## src/rtl/display_spi_scheduler_if.sv

```systemverilog
// Host write port of the display SPI scheduler: one register write per accepted cycle.
// Signal suffixes are from the scheduler's point of view.
interface display_spi_scheduler_if;
    logic       wr_valid_i;
    logic       wr_ready_o;
    logic [3:0] wr_addr_i;
    logic [7:0] wr_data_i;
    logic       wr_err_o;

    modport master (
        output wr_valid_i,
        output wr_addr_i,
        output wr_data_i,
        input  wr_ready_o,
        input  wr_err_o
    );

    modport slave (
        input  wr_valid_i,
        input  wr_addr_i,
        input  wr_data_i,
        output wr_ready_o,
        output wr_err_o
    );
endinterface

```

## src/rtl/display_spi_scheduler.sv

```systemverilog
// Shadow register file with dirty bits, drained round-robin as 16-bit SPI frames.
// Optional periodic full resync is enabled by defining DISPLAY_AUTO_REFRESH_EN.
module display_spi_scheduler #(
    parameter int unsigned NUM_REGS       = 10,
    parameter int unsigned CLK_DIV        = 4,
    parameter int unsigned GAP_CYCLES     = 4
`ifdef DISPLAY_AUTO_REFRESH_EN
    , parameter int unsigned REFRESH_PERIOD = 1 << 20
`endif
) (
    input  logic                     block_clk_i,
    input  logic                     rst_i,
    display_spi_scheduler_if.slave   host_io,
    input  logic                     sync_all_i,
    output logic                     busy_o,
    output logic                     spi_sclk_o,
    output logic                     spi_ss_o,
    output logic                     spi_mosi_o
);

    localparam int unsigned IdxW = 4;
    localparam int unsigned DivW = $clog2(CLK_DIV);
    localparam int unsigned GapW = $clog2(GAP_CYCLES);

    typedef enum logic [1:0] {StIdle, StSelect, StShift, StGap} state_e;

    state_e              state_q;
    logic [7:0]          shadow_q [NUM_REGS];
    logic [NUM_REGS-1:0] dirty_q, dirty_d;
    logic [IdxW-1:0]     rr_ptr_q;
    logic [15:0]         shift_q;
    logic [DivW-1:0]     div_q;
    logic [4:0]          bit_q;
    logic [GapW-1:0]     gap_q;
    logic                sclk_q, ss_q, mosi_q, busy_q, wr_err_q;

    logic                wr_fire, addr_ok, refresh_hit, sel_found;
    logic [IdxW-1:0]     sel_idx, cand;
    logic [15:0]         frame;

    assign wr_fire = host_io.wr_valid_i & host_io.wr_ready_o;
    assign addr_ok = 32'(host_io.wr_addr_i) < NUM_REGS;

`ifdef DISPLAY_AUTO_REFRESH_EN
    logic [31:0] refresh_q;

    assign refresh_hit = refresh_q == 32'(REFRESH_PERIOD - 1);

    always_ff @(posedge block_clk_i) begin
        if (rst_i || refresh_hit) refresh_q <= '0;
        else                      refresh_q <= refresh_q + 32'd1;
    end
`else
    assign refresh_hit = 1'b0;
`endif

    // First dirty index strictly after rr_ptr_q, wrapping at NUM_REGS.
    always_comb begin
        sel_found = 1'b0;
        sel_idx   = rr_ptr_q;
        cand      = '0;
        for (int unsigned i = 1; i <= NUM_REGS; i++) begin
            cand = IdxW'((32'(rr_ptr_q) + i) % NUM_REGS);
            if (!sel_found && dirty_q[cand]) begin
                sel_found = 1'b1;
                sel_idx   = cand;
            end
        end
    end

    assign frame = {4'b0001, sel_idx, shadow_q[sel_idx]};

    // A set on the same edge as the SELECT clear wins, so the register is resent.
    always_comb begin
        dirty_d = dirty_q;
        if (state_q == StSelect && sel_found) dirty_d[sel_idx] = 1'b0;
        if (wr_fire && addr_ok) dirty_d[host_io.wr_addr_i] = 1'b1;
        if (sync_all_i || refresh_hit) dirty_d = '1;
    end

    always_ff @(posedge block_clk_i) begin
        if (rst_i) begin
            shadow_q <= '{default: '0};
            dirty_q  <= '0;
            wr_err_q <= 1'b0;
        end else begin
            if (wr_fire && addr_ok) shadow_q[host_io.wr_addr_i] <= host_io.wr_data_i;
            dirty_q  <= dirty_d;
            wr_err_q <= wr_fire & ~addr_ok;
        end
    end

    always_ff @(posedge block_clk_i) begin
        if (rst_i) begin
            state_q  <= StIdle;
            rr_ptr_q <= IdxW'(NUM_REGS - 1);
            shift_q  <= '0;
            div_q    <= '0;
            bit_q    <= '0;
            gap_q    <= '0;
            sclk_q   <= 1'b1;
            ss_q     <= 1'b1;
            mosi_q   <= 1'b1;
            busy_q   <= 1'b0;
        end else begin
            unique case (state_q)
                StIdle: begin
                    if (|dirty_q) begin
                        state_q <= StSelect;
                        busy_q  <= 1'b1;
                    end
                end
                StSelect: begin
                    rr_ptr_q <= sel_idx;
                    shift_q  <= frame;
                    mosi_q   <= frame[15];
                    ss_q     <= 1'b0;
                    div_q    <= DivW'(CLK_DIV - 1);
                    bit_q    <= '0;
                    state_q  <= StShift;
                end
                StShift: begin
                    if (div_q == DivW'(CLK_DIV - 1)) begin
                        div_q <= '0;
                        if (sclk_q) begin
                            if (bit_q == 5'd16) begin
                                state_q <= StGap;
                                ss_q    <= 1'b1;
                                mosi_q  <= 1'b1;
                                gap_q   <= '0;
                            end else begin
                                sclk_q <= 1'b0;
                                // Bit 15 was presented in SELECT; later falls advance the data.
                                if (bit_q != 5'd0) begin
                                    mosi_q  <= shift_q[14];
                                    shift_q <= {shift_q[14:0], 1'b0};
                                end
                            end
                        end else begin
                            sclk_q <= 1'b1;
                            bit_q  <= bit_q + 5'd1;
                        end
                    end else begin
                        div_q <= div_q + DivW'(1);
                    end
                end
                StGap: begin
                    // SELECT is the last SS-high cycle, so the gap state itself is one shorter.
                    if (gap_q == GapW'(GAP_CYCLES - 2)) begin
                        if (|dirty_q) begin
                            state_q <= StSelect;
                        end else begin
                            state_q <= StIdle;
                            busy_q  <= 1'b0;
                        end
                    end else begin
                        gap_q <= gap_q + GapW'(1);
                    end
                end
                default: state_q <= StIdle;
            endcase
        end
    end

    assign host_io.wr_ready_o = ~rst_i;
    assign host_io.wr_err_o   = wr_err_q;
    assign busy_o             = busy_q;
    assign spi_sclk_o         = sclk_q;
    assign spi_ss_o           = ss_q;
    assign spi_mosi_o         = mosi_q;

endmodule
```

## src/flat_wrapper.sv

```systemverilog
// flat-port wrapper written by rule: the top's interface ports become plain ports
module display_spi_scheduler_flat 
#(
    parameter int unsigned NUM_REGS       = 10,
    parameter int unsigned CLK_DIV        = 4,
    parameter int unsigned GAP_CYCLES     = 4

)
  (block_clk_i, rst_i, sync_all_i, busy_o, spi_sclk_o, spi_ss_o, spi_mosi_o, host_io_wr_valid_i, host_io_wr_addr_i, host_io_wr_data_i, host_io_wr_ready_o, host_io_wr_err_o);
  display_spi_scheduler_if host_io_i ();
  input  logic block_clk_i;
  input  logic rst_i;
  input  logic sync_all_i;
  output logic busy_o;
  output logic spi_sclk_o;
  output logic spi_ss_o;
  output logic spi_mosi_o;
  input wire logic [$bits(host_io_i.wr_valid_i)-1:0] host_io_wr_valid_i;
  input wire logic [$bits(host_io_i.wr_addr_i)-1:0] host_io_wr_addr_i;
  input wire logic [$bits(host_io_i.wr_data_i)-1:0] host_io_wr_data_i;
  output wire logic [$bits(host_io_i.wr_ready_o)-1:0] host_io_wr_ready_o;
  output wire logic [$bits(host_io_i.wr_err_o)-1:0] host_io_wr_err_o;
  assign host_io_i.wr_valid_i = host_io_wr_valid_i;
  assign host_io_i.wr_addr_i = host_io_wr_addr_i;
  assign host_io_i.wr_data_i = host_io_wr_data_i;
  assign host_io_wr_ready_o = host_io_i.wr_ready_o;
  assign host_io_wr_err_o = host_io_i.wr_err_o;
  display_spi_scheduler #(.NUM_REGS(NUM_REGS), .CLK_DIV(CLK_DIV), .GAP_CYCLES(GAP_CYCLES)) u_core (.block_clk_i(block_clk_i), .rst_i(rst_i), .host_io(host_io_i), .sync_all_i(sync_all_i), .busy_o(busy_o), .spi_sclk_o(spi_sclk_o), .spi_ss_o(spi_ss_o), .spi_mosi_o(spi_mosi_o));
endmodule
```

## config.mk

```make
export PLATFORM = sky130hd
export DESIGN_NAME = display_spi_scheduler_flat
export DESIGN_NICKNAME = d
export VERILOG_FILES = /design/src/rtl/display_spi_scheduler_if.sv /design/src/rtl/display_spi_scheduler.sv /design/src/flat_wrapper.sv
export SDC_FILE = /design/constraint.sdc
export NUM_CORES = 1
export LEC_CHECK = 0
export CAP_MARGIN = 20
export CORE_ASPECT_RATIO = 1.5
export CORE_MARGIN = 4
export CORE_UTILIZATION = 45
export DETAILED_ROUTE_END_ITERATION = 7
export HOLD_SLACK_MARGIN = 0.05
export PLACE_DENSITY = 0.65
export SLEW_MARGIN = 0
export SYNTH_ARGS = -nofsm -noshare
export SYNTH_HDL_FRONTEND = slang
export SYNTH_SLANG_ARGS = --single-unit
export TNS_END_PERCENT = 10
```

## constraint.sdc

```tcl
create_clock -name block_clk_i -period 5.8 [get_ports block_clk_i]
set_clock_uncertainty 0.05 [all_clocks]
set_input_delay 1.16 -clock block_clk_i [delete_from_list [all_inputs] [get_ports block_clk_i]]
set_output_delay 1.16 -clock block_clk_i [all_outputs]
set_load 0.1 [all_outputs]
```

[Word level (Yosys, flattened, before mapping)]
Cells that the tools add are included.
Storage, ports and cells
  flip-flop bits (word level): 125
  input bits: 16
  word-level logic and storage cells: 216
Operators by class
  add/sub/neg operators: 13
  div/mod/pow operators: 10
  $lt $le $gt $ge: 18
  equal/unequal tests: 17
  multiplexer cells: 90
  bitwise logic cells: 9
  reduce and logical (&&, ||, !) cells: 37
Operators with widths (count)
  32-bit by 4-bit remainder unit with 32-bit output, second input constant: 10
  80-bit bitwise mux: 1
  4-bit by 5-bit < comparator with 1-bit output, second input constant: 12
  15-bit 2-to-1 mux: 4
  1-bit binary-select mux with 4-bit select: 10
  4-bit 2-to-1 mux: 10
  1-bit 2-to-1 mux: 35
  8-bit binary-select mux with 4-bit select: 1
  8-bit demux with 4-bit select: 1
  10-bit 2-to-1 mux: 3
  15-bit case mux with 2 select lines: 1
  8-bit 2-to-1 mux: 3
  4-bit by 3-bit adder with 5-bit output, second input constant: 4
  2-bit 2-to-1 mux: 10
  4-bit by 4-bit adder with 5-bit output, second input constant: 3
  5-bit AND reduction: 3
  1-bit logical AND: 14
  2-bit by 1-bit != test with 1-bit output, second input constant: 6
  4-bit AND reduction: 3
  4-bit by 2-bit adder with 5-bit output, second input constant: 2
  10-bit AND: 1
  5-bit greater-or-equal comparator, second input constant: 2
  5-bit 2-to-1 mux: 2
  10-bit inverter: 1
  other kinds (27): 52

[Logic depth before layout (Yosys ltp)]
Gate-level depths: netlist (run 1).
  depth after elaboration: 42
  depth in mapped cells: 24

[Worst setup path before layout (run 1)]
Ideal clock, no wire load.
  path kind: register to register
  start: reg u_core.rr_ptr_q[1]
  end: reg u_core.shift_q[1]
  arrival: 5.462 ns
  required time: 5.630 ns
  path slack: 0.168 ns
  cell stages (with the launch flop): 23
  path buffers: 3
  cell sequence: dfxtp_1 -> buf_2 -> buf_4 -> clkinv_1 -> ha_1 -> ha_1 -> a2111oi_1 -> nor2_1 -> xnor2_1 -> inv_1 -> ha_1 -> inv_1 -> a311o_1 -> o32ai_1 -> a32o_1 -> nor4_4 -> o211ai_2 -> a211o_1 -> a31oi_4 -> buf_6 -> mux2_1 -> a22o_1 -> o31a_1
Between the ends
  cells in the longest elaborated chain, start to end: 37
  elaborated cells between the ends (all ways): 82
Ends and longest elaborated chain
  from (decl): line display_spi_scheduler.sv:30  | logic [IdxW-1:0] rr_ptr_q;
  from (signal assigned): line display_spi_scheduler.sv:96  | rr_ptr_q <= IdxW'(NUM_REGS - 1);
  from (signal assigned): line display_spi_scheduler.sv:114  | rr_ptr_q <= sel_idx;
  4-bit by 1-bit adder with 5-bit output: line display_spi_scheduler.sv:63  | cand = IdxW'((32'(rr_ptr_q) + i) % NUM_REGS);
  32-bit by 4-bit remainder unit with 32-bit output: line display_spi_scheduler.sv:63
  1-bit binary-select mux with 4-bit select: line display_spi_scheduler.sv:64  | if (!sel_found && dirty_q[cand]) begin
  1-bit 2-to-1 mux (not written as such): line display_spi_scheduler.sv:64
  1-bit 2-to-1 mux: line display_spi_scheduler.sv:64
  1-bit zero test: line display_spi_scheduler.sv:64
  1-bit logical AND: line display_spi_scheduler.sv:64
  1-bit 2-to-1 mux: line display_spi_scheduler.sv:64
  [20 not listed]
  1-bit 2-to-1 mux: line display_spi_scheduler.sv:64
  1-bit zero test: line display_spi_scheduler.sv:64
  1-bit logical AND: line display_spi_scheduler.sv:64
  4-bit 2-to-1 mux *: line display_spi_scheduler.sv:64
  4-bit inverter with 5-bit output (not written as such) *: line display_spi_scheduler.sv:71  | assign frame = {4'b0001, sel_idx, shadow_q[sel_idx]};
  8-bit binary-select mux with 4-bit select *: line display_spi_scheduler.sv:71
  8-bit 2-to-1 mux (not written as such) * (2 in a row): line display_spi_scheduler.sv:71
  15-bit case mux with 2 select lines *: line display_spi_scheduler.sv:106  | unique case (state_q)
  to (signal assigned): line display_spi_scheduler.sv:115  | shift_q <= frame;
  to (signal assigned): line display_spi_scheduler.sv:136  | shift_q <= {shift_q[14:0], 1'b0};
  to (decl): line display_spi_scheduler.sv:31  | logic [15:0] shift_q;
Every way passes the cells marked *; elsewhere a longest branch is shown, timed or not. The select of a mux whose other input is x is not followed.
A chain may end at the register's enable or synchronous reset.

[Final worst setup path (run 1)]
  start: reg u_core.rr_ptr_q[1]
  end: reg u_core.shift_q[6]
Same word-level chain as after synthesis.

==> results of run 1 <==
==> worst reg2reg max path, stage by stage (launching register included) <==
cell and delay (ps):
dfxtp_1 340, ha_1 220, ha_1 300, inv_1 110, ha_1 220, a2111oi_2 370, nor2_1 130, xnor2_2 240
inv_1 80, ha_1 300, inv_1 70, a311o_1 170, o32ai_1 140, a22o_1 310, nor4_4 420, o211ai_2 210
nor3_1 270, a31oi_1 90, a211oi_2 400, or3b_4 510, a31oi_1 330, o31a_1 180
==> final cells by class <==
| class | instances | area share |
|---|---|---|
| flip-flops and latches | 125 | 0.216 |
| multi-input cells | 1023 | 0.628 |
| clock inverters | 11 | 0.0125 |
| well taps | 276 | 0.0299 |
| clock buffers | 20 | 0.0377 |
| inverters | 40 | 0.0130 |
| repair buffers | 85 | 0.0627 |
==> cells in the mapped netlist, drive strengths merged (21+ instances only) <==
master,count,area share
nor2,155,0.058
o21ai,60,0.030
a21oi,89,0.046
inv,36,0.013
dfxtp,125,0.24
nor3,29,0.016
mux2i,103,0.10
buf,31,0.021
o31ai,21,0.015
nand3,50,0.024
ha,46,0.056
a31oi,31,0.022
mux2,24,0.026
nand2,80,0.030
clkbuf,50,0.018
==> worst max-delay path by stage <==
stage                                         start                              to  slack [ps]  cells past startpoint
finish              u_core.rr_ptr_q[1]$_SDFFE_PP0N_  u_core.shift_q[6]$_SDFFE_PP0P_         290                     21
global route        u_core.rr_ptr_q[3]$_SDFFE_PP1N_    u_core.dirty_q[4]$_SDFF_PP0_          20                     20
CTS                 u_core.rr_ptr_q[2]$_SDFFE_PP0N_  u_core.shift_q[3]$_SDFFE_PP0P_          60                     19
detailed placement  u_core.rr_ptr_q[2]$_SDFFE_PP0N_  u_core.shift_q[1]$_SDFFE_PP0P_         -10                     21
global placement    u_core.rr_ptr_q[2]$_SDFFE_PP0N_  u_core.shift_q[5]$_SDFFE_PP0P_         -20                     21
floorplan           u_core.rr_ptr_q[1]$_SDFFE_PP0N_  u_core.shift_q[1]$_SDFFE_PP0P_         170                     22
==> per-stage QoR <==
stage | cell area, µm² | hold WS, ps
after floorplan | 10200 | 377
after global placement | 10900 | 388
after detailed placement | 10900 | 397
after CTS | 11500 | 406
after global routing | 11600 | 417
final | 11600 | 410
==> registers in the layout (all words and copies together), names as in the netlist <==
register and flops:
u_core.rr_ptr_q 4, u_core.spi_mosi_o 1, u_core.spi_sclk_o 1, u_core.div_q 2, u_core.shift_q 15, u_core.state_q 2
u_core.host_io.wr_err_o 1, u_core.busy_o 1, u_core.shadow_q 80, u_core.gap_q 2, u_core.dirty_q 10, u_core.bit_q 5
u_core.spi_ss_o 1
==> cell families (layout without fill, tap and decap cells) <==
logic type,Yosys count,in the layout,share of synthesized area
flip-flops,125,125,0.245
multiplexers,134,134,0.143
AND/OR/NAND/NOR,431,431,0.208
adder cells (fa/ha/maj),50,50,0.0602
XOR/XNOR,28,28,0.0254
buffers and inverters,121,156,0.0537
AO/OA/AOI/OAI,380,380,0.265
==> metal layers <==
layer,share of wire,up-vias,global-route usage,wire (µm)
li1,-,4769,-,-
met1,0.38,4697,0.258,12300
met2,0.51,304,0.467,16500
met3,0.039,111,0.0339,1250
met4,0.065,0,0.160,2080
met5,0,-,0,0
==> cells in the final DEF (no fill, tap or decap), types with 8 or more instances in the layout <==
master	n
a21boi_0	10
o21bai_1	9
a31oi_1	29
dfxtp_1	124
buf_4	62
xnor2_1	17
nor3_1	27
mux2i_1	101
o31a_1	8
a22o_1	10
o211ai_1	16
a21oi_1	83
nand4_1	9
clkdlybuf4s50_1	20
mux2_2	17
nand2b_1	15
inv_1	33
nand2_1	79
nand3_1	50
and2_1	8
a211o_1	8
o21ai_1	16
o31ai_1	21
xor2_1	8
nor2_1	153
ha_1	43
clkbuf_16	17
nor2b_1	9
o21a_1	10
nor3b_1	15
a21o_1	10
a211oi_1	13
and3_1	15
o21ai_0	43
==> what timing repair did <==
| item | in CTS | in global routing |
|---|---|---|
| setup buffers | 0 | 4 |
| pin swaps | 0 | 3 |
| gates resized for setup | 2 | 20 |
| hold buffers | 0 | 0 |
| endpoints found under the hold margin | 0 | 0 |
| setup endpoints to repair | 8 | 19 |
==> out/qor.yml, run 1 <==
status: "finished, final reports clean"
layout_setup_ws_ps: 290
post_synth_inst_count: 1269
maxCapViolCount: 0
tot_gr_track_use: 0.248
r2r_slack_ps: 290
hold_crit_path_type: "reg2reg"
cts-buffers-inserted: 17
globalRoute.totalOverflow: 0
routabilityCongestion: 0.943
timing.final.max_slew_violations: 0
cts_max_path_buffers: 2
critical_path_most_common_cell: "ha_1"
timing.setup.tns_ps: 0
antenna_violations_before_repair: 0
worst-path-max-fanout: 11
timing_hold_violations_final: 0
vias_per_cell: 6.25
first_global_vias: 9574
via_count: 9881
tritoncts: "done"
cp.buffers_inverters: 3
relSlewSlack: 0.352
detail_route.iter0.violations: 576
min_from: "u_core.shadow_q[74]$_SDFFE_PP0P_"
worst_ep_arrival_time_ps: 5820
drt.antenna.violating_nets: 0
syn-num-nets: 1331
worstHoldEndpoint: "u_core.shadow_q[74]$_SDFFE_PP0P_"
dp_hpwl_um: 23900
tightest_slew_ps: 969
worstReg2RegStart: "u_core.rr_ptr_q[1]$_SDFFE_PP0N_"
path_clk_slew_ps: 50
grt_max_degree: 73
timing.setup.critical_path_class: "reg2reg"
syn_area_per_cell_um2: 8.06
floorplan.initialDensity: 0.457
die_height_um: 193
area_of_the_multi_input_gates_um2: 7260
cts_root_cell: "clkbuf_16"
cp-end-kind: "register"
synth-seq-area-share: 0.245
r2r_end: "u_core.shift_q[6]$_SDFFE_PP0P_"
critPathSlowestCell: "or3b_4"
synth_warnings: 0
final_min_period_over_clock_period: 0.950
finish.cell_count_without_fillers: 1580
net_count_of_the_finished_layout: 1354
grt_first_pass_wirelength_um: 50200
pre_cts_ws_ps: -9.77
synthArstFlopShare: 0
startpoint_type: "register"
rsz0062_at_grt: "false"
clock-sinks: 125
ioPinCount: 22
critPathTopFamily: "compound AO/OA/AOI/OAI gates"
post-route-min-period_ps: 5510
placed_cells: 1545
synth_enable_flop_cells: 0
fmaxAchievable_mhz: 181
synth_top_flop_cell: "dfxtp_1"
core_um2: 22400
drc: 0
synth_seq_cells: 125
hold_path_depth: 2
worst-endpoint-required_ps: 6110
floorplan.rows: 67
worst_r2r_path_depth: 21
drt_pre_antenna_iters: 7
io_buffers: 21
distinct_cell_type_count_after_synthesis: 99
area_growth_pct: 13.0
die_w_um: 131
crit_chain: "ha_1, ha_1, inv_1, ha_1, a2111oi_2, nor2_1, xnor2_2, inv_1, ha_1, inv_1, a311o_1, o32ai_1, a22o_1, nor4_4, o211ai_2, nor3_1, a31oi_1, a211oi_2, or3b_4, a31oi_1, o31a_1"
drive_gt1_frac: 0.136
skew_pair_late_insertion_delay_ps: 420
mappedNetlistArea_um2: 10200
crit_path_max_incr_delay_ps: 510
diodes: 0
htree_num_levels: 4
floorplan.die_area_um2: 25300
detail_route.wirelength_um: 32100
finalSetupViolations: 0
final-seq-area_um2: 2500
fillerInstances: 2186
postLayoutCoreUtil: 0.517
routedWlPerCell_um: 20.3
Power of run 1 is left out: the tool's default activity adds up to more than one toggle a clock period on the data nets, which glitch-free logic cannot reach.
==> run 2: changes to the inputs <==
--- a/config.mk
+++ b/config.mk
@@ -7,7 +7,6 @@
 export LEC_CHECK = 0
 export CAP_MARGIN = 20
 export CORE_ASPECT_RATIO = 1.5
-export CORE_MARGIN = 4
 export CORE_UTILIZATION = 45
 export DETAILED_ROUTE_END_ITERATION = 7
 export HOLD_SLACK_MARGIN = 0.05
@@ -16,4 +15,4 @@
 export SYNTH_ARGS = -nofsm -noshare
 export SYNTH_HDL_FRONTEND = slang
 export SYNTH_SLANG_ARGS = --single-unit
-export TNS_END_PERCENT = 10
+export TNS_END_PERCENT = 20
==> out/qor.yml, run 2 (synthesis results as in run 1) <==
grt_first_pass_wirelength_um: 50700  # +0.96%
post-route-min-period_ps: 5510  # +2.11 ps
antenna_violations_before_repair: 1  # +1
worst_setup_path_startpoint: "u_core.rr_ptr_q[1]$_SDFFE_PP0N_"
finish.cell_count_without_fillers: 1583  # +0.19%
ioPinCount: 22  # unchanged
layout.cells.most_common: "nor2_1"
layout_setup_ws_ps: 287  # -2.11 ps
first_global_vias: 9614  # +0.42%
fmaxAchievable_mhz: 181  # about the same
area_growth_pct: 12.7
drt_pre_antenna_iters: 5  # -2
worst_r2r_path_depth: 23  # +9.5%
floorplan.initialDensity: 0.459  # +0.00172
finalSetupViolations: 0  # unchanged
maxCapViolCount: 0  # unchanged
r2r_slack_ps: 290  # about the same
relSlewSlack: 0.348  # -0.00334
io_buffers: 21  # unchanged
cts-buffers-inserted: 17  # unchanged
pre_cts_ws_ps: -16.9  # -7.13 ps
die_height_um: 187  # -3.1%
routedWlPerCell_um: 20.4  # +0.30%
die_w_um: 125  # -4.6%
worst-endpoint-required_ps: 6120  # about the same
floorplan.rows: 67  # unchanged
worst_ep_arrival_time_ps: 5830  # about the same
tightest_slew_ps: 974  # +5.00 ps
tritoncts: "done"
htree_num_levels: 4  # unchanged
worstReg2RegStart: "u_core.rr_ptr_q[1]$_SDFFE_PP0N_"
vias_per_cell: 6.25  # about the same
cts_max_path_buffers: 2  # unchanged
routabilityCongestion: 0.988  # +4.7%
cts_root_cell: "clkbuf_16"
via_count: 9890  # +0.091%
dp_hpwl_um: 23800  # -0.42%
tot_gr_track_use: 0.275  # +0.0274
worstHoldEndpoint: "u_core.shift_q[10]$_SDFFE_PP0P_"
largest_register_ffs: 80  # unchanged
fillerInstances: 2125  # -2.8%
reg.largest.list: "u_core.shadow_q: 80 flops, u_core.shift_q: 15 flops, u_core.dirty_q: 10 flops"
cp-end-kind: "register"
diodes: 0  # unchanged
regMostFlops: "u_core.shadow_q"
holdWs_ps: 403  # -6.97 ps
r2r_end: "u_core.shift_q[0]$_SDFFE_PP0P_"
timing.setup.critical_path_class: "reg2reg"
core_um2: 22300  # -0.37%
hold_crit_path_type: "reg2reg"
startpoint_type: "register"
final_cell_mix: "nor2_1, dfxtp_1, mux2i_1"
clock-sinks: 125  # unchanged
min_from: "u_core.shift_q[10]$_SDFFE_PP0P_"
floorplan.die_area_um2: 23400  # -7.5%
detail_route.iter0.violations: 801  # +39%
cts_hold_buffers: 0  # unchanged
drc: 0  # unchanged
placed_cells: 1548  # +0.19%
timing.final.max_slew_violations: 0  # unchanged
detail_route.wirelength_um: 32300  # +0.49%
grt_max_degree: 60  # -18%
skew_pair_late_insertion_delay_ps: 430  # about the same
status: "finished, final reports clean"
path_clk_slew_ps: 60  # about the same
net_count_of_the_finished_layout: 1356  # +0.15%
worst-path-max-fanout: 30  # +19
timing_hold_violations_final: 0  # unchanged
drt.antenna.violating_nets: 0  # unchanged
globalRoute.totalOverflow: 0  # unchanged
drive_gt1_frac: 0.133  # -0.00261
final_min_period_over_clock_period: 0.950  # about the same
hold_path_depth: 2  # unchanged
run 2: cell types whose count changed in the layout (fill, tap and decap cells not counted), moves of 2 or more:
cell and change:
buf_4 +3, clkinv_4 +4, clkbuf_1 -3, bufinv_16 -2, a2111oi_1 +2, clkinvlp_4 -3, a2111oi_2 -3, inv_6 +4
a211oi_2 -2, a211oi_1 +2
run 2: metal layers:
metal | wire (µm) | global-route usage | vias to the layer above
met5 | 13 | 0 | -
met4 | 2410 | 0.205 | 2
li1 | - | - | 4777
met3 | 1100 | 0.0321 | 125
met1 | 12600 | 0.298 | 4703
met2 | 16200 | 0.490 | 283
run 2: layout make-up:
| type | instances | area [µm²] | share of cell area |
|---|---|---|---|
| clock buffers | 17 | 425 | 0.0369 |
| inverters | 40 | 150 | 0.0130 |
| repair buffers | 87 | 738 | 0.0640 |
| well taps | 276 | 345 | 0.0299 |
| clock inverters | 15 | 138 | 0.0119 |
| multi-input cells | 1023 | 7240 | 0.627 |
| flip-flops and latches | 125 | 2500 | 0.217 |
run 2: worst max-delay path, stage by stage (launching register included):
cell	delay, ps
dfxtp_1	380
clkinv_1	110
buf_4	200
buf_4	170
ha_2	260
nor2b_1	160
xnor2_1	180
nand2_1	80
ha_1	270
nand2b_1	200
o21bai_1	220
a2111oi_1	430
a21oi_1	180
or3_1	420
a31oi_4	250
nor4b_1	100
a211o_1	340
nor3b_2	240
a31oi_4	60
buf_12	170
buf_12	170
or3b_1	350
a31oi_1	290
o311a_1	180
run 2: metrics by stage:
step                 util  TNS (ps)  cell area [µm²]
floorplan               -         0            10200
global placement    0.488         0            10900
detailed placement  0.488     -21.5            10900
CTS                 0.514         0            11500
global route        0.517      -632            11500
finish              0.517         0            11500
run 2: how the worst max path moves through the flow:
stage | to | slack (ps) | depth (start not counted)
finish | u_core.shift_q[0]$_SDFFE_PP0P_ | 290 | 23
global route | u_core.shift_q[7]$_SDFFE_PP0P_ | -100 | 22
CTS | u_core.shift_q[0]$_SDFFE_PP0P_ | 160 | 22
detailed placement | u_core.shift_q[6]$_SDFFE_PP0P_ | -20 | 22
global placement | u_core.shift_q[6]$_SDFFE_PP0P_ | 190 | 22
floorplan | u_core.shift_q[1]$_SDFFE_PP0P_ | 170 | 22
run 2: what timing repair did:
item,4_1_cts,5_1_grt
buffers inserted,1,2
setup endpoints to repair,3,16
gates resized for setup,0,12
pin swaps,1,2
Power of run 2 is left out for the same reason.
==> run 3: changes to the inputs <==
--- a/config.mk
+++ b/config.mk
@@ -7,10 +7,10 @@
 export LEC_CHECK = 0
 export CAP_MARGIN = 20
 export CORE_ASPECT_RATIO = 1.5
-export CORE_UTILIZATION = 45
+export CORE_UTILIZATION = 50
 export DETAILED_ROUTE_END_ITERATION = 7
 export HOLD_SLACK_MARGIN = 0.05
-export PLACE_DENSITY = 0.65
+export PLACE_DENSITY = 0.68
 export SLEW_MARGIN = 0
 export SYNTH_ARGS = -nofsm -noshare
 export SYNTH_HDL_FRONTEND = slang
==> constraint.sdc (replaced) <==
create_clock -name block_clk_i -period 5.55 [get_ports block_clk_i]
set_clock_uncertainty 0.05 [all_clocks]
set_input_delay 1.11 -clock block_clk_i [delete_from_list [all_inputs] [get_ports block_clk_i]]
set_output_delay 1.11 -clock block_clk_i [all_outputs]
set_load 0.1 [all_outputs]
==> out/qor.yml, run 3 (synthesis results as in run 1) <==
largest_register_ffs: 80  # unchanged
core_um2: 19900  # -11%
diodes: 0  # unchanged
cts-buffers-inserted: 17  # unchanged
post-route-min-period_ps: 5320  # -189 ps
die_height_um: 177  # -5.1%
clock-sinks: 125  # unchanged
timing.final.max_slew_violations: 0  # unchanged
grt_max_degree: 92  # +53%
final_cell_mix: "nor2_1, dfxtp_1, mux2i_1"
final_min_period_over_clock_period: 0.959  # +0.00878
path_clk_slew_ps: 60  # about the same
floorplan.rows: 63  # -6.0%
timing_hold_violations_final: 0  # unchanged
net_count_of_the_finished_layout: 1368  # +0.88%
final_design_area_no_fill_um2: 11800  # +2.4%
worstReg2RegStart: "u_core.rr_ptr_q[2]$_SDFFE_PP0N_"
worst_r2r_path_depth: 21  # -8.7%
first_global_vias: 9792  # +1.9%
cts_root_cell: "clkbuf_16"
pre_cts_ws_ps: -216  # -199 ps
cts_max_path_buffers: 2  # unchanged
globalRoute.totalOverflow: 0  # unchanged
cp.buffers_inverters: 5  # unchanged
crit_chain: "inv_1, buf_4, ha_2, nor2b_2, nor2_1, inv_1, ha_1, nand2b_1, maj3_1, a21oi_1, or3_1, a31oi_4, buf_4, nor4b_1, a211o_1, nand2_1, a31oi_4, buf_12, mux2_2, a22o_1, o31a_1"
maxCapViolCount: 0  # unchanged
drc: 0  # unchanged
die_w_um: 119  # -5.1%
layout_setup_ws_ps: 226  # -61.1 ps
layout.cells.most_common: "nor2_1"
grt_first_pass_wirelength_um: 52300  # +3.0%
worst_setup_path_startpoint: "u_core.rr_ptr_q[2]$_SDFFE_PP0N_"
worstSetupEndpoint: "u_core.shift_q[1]$_SDFFE_PP0P_"
timing.setup.critical_path_class: "reg2reg"
reg.largest.list: "u_core.shadow_q: 80 flops, u_core.shift_q: 15 flops, u_core.dirty_q: 10 flops"
skew_pair_late_insertion_delay_ps: 430  # about the same
detail_route.iter0.violations: 811  # +1.2%
cts_hold_buffers: 0  # unchanged
r2r_end: "u_core.shift_q[1]$_SDFFE_PP0P_"
cp-end-kind: "register"
fillerInstances: 1854  # -13%
critPathTopFamily: "compound AO/OA/AOI/OAI gates"
dp_hpwl_um: 24500  # +2.8%
drt.antenna.violating_nets: 0  # unchanged
floorplan.initialDensity: 0.513  # +0.0542
postPlaceCellArea_um2: 11000  # +0.77%
ioPinCount: 22  # unchanged
critPathSlowestCell: "a21oi_1"
fmaxAchievable_mhz: 188  # +3.5%
r2r_slack_ps: 230  # -60 ps
via_count: 10126  # +2.4%
tightest_slew_ps: 971  # -3.01 ps
final-seq-area_um2: 2510  # +0.15%
routabilityCongestion: 0.940  # -4.8%
cp_num_cells: 21  # -8.7%
postLayoutCoreUtil: 0.592  # +0.0747
drt_pre_antenna_iters: 5  # unchanged
area_of_the_multi_input_gates_um2: 7320  # +1.2%
crit_path_max_incr_delay_ps: 400  # -30 ps
io_buffers: 21  # unchanged
hold_crit_path_type: "reg2reg"
routedWlPerCell_um: 21.1  # +3.4%
regMostFlops: "u_core.shadow_q"
rsz0062_at_grt: "true"
tot_gr_track_use: 0.318  # +0.0428
finalSetupViolations: 0  # unchanged
worst-path-max-fanout: 23  # -23%
floorplan.die_area_um2: 21100  # -9.9%
holdWs_ps: 404  # +1.02 ps
detail_route.wirelength_um: 33300  # +3.1%
status: "finished, final reports clean"
worst_ep_arrival_time_ps: 5580  # -250 ps
antenna_violations_before_repair: 0  # -1
htree_num_levels: 4  # unchanged
tritoncts: "done"
startpoint_type: "register"
vias_per_cell: 6.41  # +2.6%
relSlewSlack: 0.350  # +0.00201
worst-endpoint-required_ps: 5800  # -320 ps
drive_gt1_frac: 0.158  # +0.0253
area_growth_pct: 15.4
run 3: cell types whose count changed in the layout (fill, tap and decap cells not counted), sizes merged:
cell and change:
buf +10, inv -4, bufinv +3, clkinv -3, clkinvlp +3, clkbuf +2, clkdlybuf4s50 +1
run 3: metrics by stage:
stage                     instances  TNS, ps
after floorplan                1269        0
after global placement         1542    -1540
after detailed placement       1542    -2070
after CTS                      1577        0
after global routing           1579    -9.55
final                          1579        0
run 3: tightest hold or removal path, delay by kind of cell, from the launching register on:
kind               cells  cell delay, ps
AOI/OAI and AO/OA      1              50
DFF                    1             310
and+or+nand+nor        1              50
run 3: how the worst min path moves through the flow:
stage | cells after the start | slack [ps] | to | start
after CTS | 2 | 400 | u_core.shadow_q[74]$_SDFFE_PP0P_ | u_core.shadow_q[74]$_SDFFE_PP0P_
after detailed placement | 2 | 400 | u_core.shift_q[14]$_SDFFE_PP0P_ | u_core.shift_q[14]$_SDFFE_PP0P_
after floorplan | 2 | 380 | u_core.shift_q[10]$_SDFFE_PP0P_ | u_core.shift_q[10]$_SDFFE_PP0P_
final | 2 | 400 | u_core.shift_q[10]$_SDFFE_PP0P_ | u_core.shift_q[10]$_SDFFE_PP0P_
after global placement | 2 | 390 | u_core.shift_q[10]$_SDFFE_PP0P_ | u_core.shift_q[10]$_SDFFE_PP0P_
after global routing | 2 | 430 | u_core.shadow_q[75]$_SDFFE_PP0P_ | u_core.shadow_q[75]$_SDFFE_PP0P_
run 3: layout make-up:
class,count,share of cell area
Inverter,40,0.0132
Clock inverter,14,0.0164
Clock buffer,18,0.0372
Sequential cell,125,0.212
Timing Repair Buffer,99,0.0732
Multi-Input combinational cell,1023,0.620
Tap cell,260,0.0276
run 3: routing by layer:
metal / vias up / wire length [µm] / track usage
met3: 137 / 1180 / 0.0390
met4: 0 / 2270 / 0.234
met2: 338 / 17400 / 0.585
met5: - / 0 / 0
li1: 4792 / - / -
met1: 4859 / 12400 / 0.330
run 3: repair_timing:
| action | 4_1_cts | 5_1_grt |
|---|---|---|
| hold endpoints to repair | 0 | 0 |
| resized for setup | 5 | 33 |
| setup buffers | 3 | 1 |
| pin swaps | 2 | 3 |
| cloned | 0 | 1 |
| endpoints found under the setup margin | 18 | 22 |
Power of run 3 is left out for the same reason.
==> RTL change 1, RTL diff (settings of run 2) <==
The 4 states of `state_e` get a Gray code encoding in 2 bits.
--- a/src/rtl/display_spi_scheduler.sv
+++ b/src/rtl/display_spi_scheduler.sv
@@ -22,7 +22,7 @@
     localparam int unsigned DivW = $clog2(CLK_DIV);
     localparam int unsigned GapW = $clog2(GAP_CYCLES);
 
-    typedef enum logic [1:0] {StIdle, StSelect, StShift, StGap} state_e;
+    typedef enum logic [1:0] {StIdle = 2'b00, StSelect = 2'b01, StShift = 2'b11, StGap = 2'b10} state_e;
 
     state_e              state_q;
     logic [7:0]          shadow_q [NUM_REGS];
Function: no difference found for any inputs over 4 cycles, from zero or initial values and one cycle with rst_i high; so few cycles prove little.
==> RTL change 1 against run 2 <==
  * Setup slack got worse by 0.043 ns
  * Area after synthesis fell by 1.3%
  * Sequential cell count did not move
  * Non-clock buffer count fell by 18
  * Wire length fell by 2.8%
  * Maximum frequency fell by 0.78%
  * Sequential share of layout area rose by 0.44 points
  * Final cell count fell by 2.7%
  * Final area fell by 2.0%
  * Critical path type unchanged
  * Highest routed layer is now met4
Power is not shown: default switching activity piles up to over one toggle a cycle in this logic, so the estimate is an artifact.
==> RTL change 1: results (changes against run 2) <==
Status -> finished clean (unchanged)
Peak fanout along the critical path -> 19 (was 30)
Synth Area in XOR/XNOR -> 2.66% (was 2.54%)
Top cells by count, synth -> nor2_1, dfxtp_1, mux2i_1 (unchanged)
DP Wirelength -> 23000 microns (was 23800 microns)
First-pass GRT wire length -> 48800 microns (was 50700 microns)
Share of cells above drive strength 1 -> 11.6% (was 13.3%)
Filler cells -> 2084 (was 2125)
Worst-Margin Slew -> 0.967 ns (was 0.974 ns)
Bufs w/o clock -> 69 (was 87)
Synth Area in Adders -> 5.31% (was 6.02%)
Vias in the first global route -> 9234 (was 9614)
GRT met1 Usage -> 28.1% (was 29.8%)
Initial antenna violation count -> 0 (was 1)
Layout sequential cell count -> 125 (unchanged)
Inverter count -> 43 (was 40)
CLK BUF -> 19 (was 17)
Fraction of the mapped netlist area in compound gates -> 25.5% (was 26.5%)
Top cells by area, synth -> dfxtp_1, mux2i_1, nor2_1 (was dfxtp_1, mux2i_1, ha_1)
GRT met3 Usage -> 2.76% (was 3.21%)
WL met3 -> 1180 microns (was 1100 microns)
Met1 Wirelength -> 12200 microns (was 12600 microns)
Root Driver -> clkbuf_16 (unchanged)
Multi-In Gates -> 1001 (was 1023)
Critical path's slowest cell -> o32a_1 (was a2111oi_1)
GRT Resource Usage Total -> 26.6% (was 27.5%)
DR top layer -> met4 (was met5)
Routed wl met2 -> 16000 microns (was 16200 microns)
Fraction of area in multi-input gates -> 62.5% (was 62.7%)
Hold Path Sink -> u_core.shadow_q[75]$_SDFFE_PP0P_ (was u_core.shift_q[10]$_SDFFE_PP0P_)
DR vias/cell -> 6.34 (was 6.25)
Min Hold Slack -> 0.406 ns (was 0.403 ns)
Data buffer area share -> 5.17% (was 6.40%)
Mapped Nets -> 1311 (was 1331)
Distinct cell type count after synthesis -> 106 (was 99)
R2R setup slack -> 0.24 ns (was 0.29 ns)
Final Wtd Congestion -> 0.978 (was 0.988)
Mux contribution to synthesized area -> 14.6% (was 14.3%)
Seq/Total Area, Yosys -> 24.8% (was 24.5%)
Fraction of area in registers -> 22.1% (was 21.7%)
Final WL -> 31400 microns (was 32300 microns)
DR iter-0 viols -> 585 (was 801)
Largest net degree at the start of global routing -> 68 (was 60)
R2R depth -> 20 (was 23)
R2r endpoint -> u_core.shift_q[4]$_SDFFE_PP0P_ (was u_core.shift_q[0]$_SDFFE_PP0P_)
-- RTL change 1: cell types whose count changed after synthesis, sizes merged, moves of 9 or more --
| cell | change |
|---|---|
| a31oi | -9 |
| a21oi | -33 |
| a22o | -10 |
| nand3 | -14 |
| nor3 | +11 |
| o211ai | +32 |
| o21ai | +9 |
| mux2i | +16 |
| nand2 | +9 |
| o31ai | -10 |
-- RTL change 1: through the flow --
stage	std cells	TNS (ns)	setup WS [ns]	util (%)	cell area, sq um
floorplan	1257	0	0.0612	-	10100
global placement	1510	0	0.223	48.4	10600
detailed placement	1510	0	0.125	48.4	10600
CTS	1541	0	0.0846	51.4	11200
global route	1541	-0.0139	-0.00850	51.7	11300
finish	1541	0	0.244	51.7	11300
-- RTL change 1: timing repair --
item / in CTS / in global routing
buffers inserted: 0 / 0
gates resized for setup: 0 / 9
hold endpoints to repair: 0 / 0
endpoints found under the setup margin: 0 / 19
==> RTL change 2, RTL diff (settings of run 2) <==
Without the edit above. `NUM_REGS` is set to 10 in 2 places; all go to 20.
--- a/src/rtl/display_spi_scheduler.sv
+++ b/src/rtl/display_spi_scheduler.sv
@@ -1,7 +1,7 @@
 // Shadow register file with dirty bits, drained round-robin as 16-bit SPI frames.
 // Optional periodic full resync is enabled by defining DISPLAY_AUTO_REFRESH_EN.
 module display_spi_scheduler #(
-    parameter int unsigned NUM_REGS       = 10,
+    parameter int unsigned NUM_REGS       = 20,
     parameter int unsigned CLK_DIV        = 4,
     parameter int unsigned GAP_CYCLES     = 4
 `ifdef DISPLAY_AUTO_REFRESH_EN
--- a/src/flat_wrapper.sv
+++ b/src/flat_wrapper.sv
@@ -1,7 +1,7 @@
 // flat-port wrapper written by rule: the top's interface ports become plain ports
 module display_spi_scheduler_flat 
 #(
-    parameter int unsigned NUM_REGS       = 10,
+    parameter int unsigned NUM_REGS       = 20,
     parameter int unsigned CLK_DIV        = 4,
     parameter int unsigned GAP_CYCLES     = 4
 
Function: not settled (the Yosys comparison gave no result); the edit may change what the design does.
==> RTL change 2 against run 2 <==
  * Die area increased by 19%
  * Sequential share of layout area up 3.8 points
  * Sequential cell count increased by 54
  * Area after synthesis rose by 20%
  * Non-clock buffer count increased by 36
  * Setup slack got worse by 0.13 ns
  * Wire length rose by 18%
  * Final area grew 22%
  * Synthesized cell count grew 8.3%
  * Critical endpoint is now u_core.shift_q[4]$_SDFFE_PP0P_
  * Highest routed layer is now met4
Power is not shown: default switching activity piles up to over one toggle a cycle in this logic, so the estimate is an artifact.
==> RTL change 2: results (changes against run 2) <==
Largest regs -> u_core.shadow_q: 128 flops, u_core.dirty_q: 17 flops, u_core.shift_q: 15 flops (was u_core.shadow_q: 80 flops, u_core.shift_q: 15 flops, u_core.dirty_q: 10 flops)
Status -> finished clean (unchanged)
Top cells by area, synth -> dfxtp_1, mux2i_1, mux4_2 (was dfxtp_1, mux2i_1, ha_1)
Final WL -> 38200 microns (was 32300 microns)
Max-slew headroom -> 29.3% (was 34.8%)
R2r endpoint -> u_core.shift_q[4]$_SDFFE_PP0P_ (was u_core.shift_q[0]$_SDFFE_PP0P_)
Peak fanout along the critical path -> 6 (was 30)
Clk slew on worst S/H paths -> 0.07 ns
Tightest Hold Check Type -> reg2reg (unchanged)
Share of cells above drive strength 1 -> 18.6% (was 13.3%)
R2R depth -> 21 (was 23)
DP Wirelength -> 28300 microns (was 23800 microns)
Root Driver -> clkbuf_16 (unchanged)
Largest stage delay on the critical path -> 0.59 ns (was 0.43 ns)
Critical path's slowest cell -> mux4_2 (was a2111oi_1)
Htree depth -> 4 (unchanged)
Top cells by count, synth -> nor2_1, mux2i_1, dfxtp_1 (was nor2_1, dfxtp_1, mux2i_1)
Crit path max-delay family -> simple AND/OR/NAND/NOR gates (was compound AO/OA/AOI/OAI gates)
First-pass GRT wire length -> 59400 microns (was 50700 microns)
GRT Resource Usage Total -> 28.3% (was 27.5%)
Worst Hold Path Cells -> 2 (unchanged)
WL met3 -> 1520 microns (was 1100 microns)
Final Wtd Congestion -> 0.977 (was 0.988)
Largest net degree at the start of global routing -> 84 (was 60)
Max Cap Viol -> 0 (unchanged)
DR top layer -> met4 (was met5)
Initial antenna violation count -> 0 (was 1)
Final-stage net count -> 1508 (was 1356)
Finished Layout Cells -> 1784 (was 1583)
Routed wl met2 -> 19600 microns (was 16200 microns)
Met1 Wirelength -> 14200 microns (was 12600 microns)
Vias in the first global route -> 10800 (was 9614)
Area of placed instances -> 0.0133 sq mm (was 0.0109 sq mm)
Syn Area/Cell -> 8.91 sq um (was 8.06 sq um)
Seq/Total Area, Yosys -> 29.3% (was 24.5%)
Worst flop-to-flop path startpoint -> u_core.rr_ptr_q[2]$_SDFFE_PP0N_ (was u_core.rr_ptr_q[1]$_SDFFE_PP0N_)
DR pass1 iterations -> 5 (unchanged)
Number of I/O port buffers -> 20 (was 21)
DR iter-0 viols -> 796 (was 801)
DR vias/cell -> 6.10 (was 6.25)
Placed insts -> 1741 (was 1548)
Post-synth top flop -> dfxtp_1 (unchanged)
Mapped Nets -> 1447 (was 1331)
Hold Path Sink -> u_core.shift_q[11]$_SDFFE_PP0P_ (was u_core.shift_q[10]$_SDFFE_PP0P_)
Hold_sp -> u_core.shift_q[11]$_SDFFE_PP0P_ (was u_core.shift_q[10]$_SDFFE_PP0P_)
Distinct cell type count after synthesis -> 86 (was 99)
Crit path arrival time -> 5.87 ns (was 5.83 ns)
R2R setup slack -> 0.15 ns (was 0.29 ns)
## RTL change 2: cell count changes after synthesis, moves of 18 or more
cell and delta:
a21oi_1 -18, dfxtp_1 +54, mux2i_1 +79, mux4_2 +40, nand2_1 +33, nor2_1 +48
## RTL change 2: worst max path at each step
stage | slack [ns] | end | depth (start not counted) | from
2_1_floorplan | 0.01 | u_core.shift_q[4]$_SDFFE_PP0P_ | 23 | u_core.rr_ptr_q[1]$_SDFFE_PP1N_
3_3_place_gp | -0.11 | u_core.shift_q[1]$_SDFFE_PP0P_ | 21 | u_core.rr_ptr_q[1]$_SDFFE_PP1N_
3_5_place_dp | -0.17 | u_core.shift_q[4]$_SDFFE_PP0P_ | 20 | u_core.rr_ptr_q[1]$_SDFFE_PP1N_
4_1_cts | 0.01 | u_core.shift_q[4]$_SDFFE_PP0P_ | 21 | u_core.rr_ptr_q[1]$_SDFFE_PP1N_
5_1_grt | -0.02 | u_core.shift_q[7]$_SDFFE_PP0P_ | 22 | u_core.rr_ptr_q[2]$_SDFFE_PP0N_
6_report | 0.15 | u_core.shift_q[4]$_SDFFE_PP0P_ | 21 | u_core.rr_ptr_q[2]$_SDFFE_PP0N_
## RTL change 2: cell families after synthesis
kind of cell / synth area share [%]
other cells: 0.0306
simple gates: 16.5
fa+ha+maj: 5.82
mux: 25.6
flops: 29.3
compound gates: 16.0
buf+inv: 4.45
xor+xnor: 2.35
## RTL change 2: area by class of cell
| cell class | instances | area, sq um |
|---|---|---|
| Fill cell | 2553 | 12600 |
| Multi-Input combinational cell | 1066 | 8320 |
| Sequential cell | 179 | 3590 |
| Timing Repair Buffer | 123 | 1030 |
| Clock buffer | 20 | 447 |
| Tap cell | 337 | 422 |
| Inverter | 48 | 185 |
| Clock inverter | 11 | 93.8 |
## RTL change 2: timing repair
item / CTS / global route
hold endpoints to repair: 0 / 0
pin swaps: 1 / 12
buffers inserted: 3 / 9
setup endpoints to repair: 10 / 25
resized for setup: 3 / 41
hold buffers: 0 / 0
## RTL change 2: worst min-delay path: stages, from the launching register on
cell and delay, ns:
dfxtp_1 0.31, nand2_1 0.05, a21oi_1 0.05
## RTL change 2: metal layers
layer	vias to the layer above	track usage, %
met5	-	0
met4	0	21.6
met3	136	4.51
met2	311	50.4
met1	5311	29.4
li1	5124	-
## RTL change 2: stage by stage
stage	setup slack (ns)	hold WS, ns	setup TNS (ns)	util (%)
2_1_floorplan	0.0119	0.378	0	-
3_3_place_gp	-0.106	0.389	-0.331	49.7
3_5_place_dp	-0.168	0.397	-0.767	49.7
4_1_cts	0.00982	0.407	0	51.9
5_1_grt	-0.0186	0.444	-0.0224	52.8
6_report	0.153	0.401	0	52.8
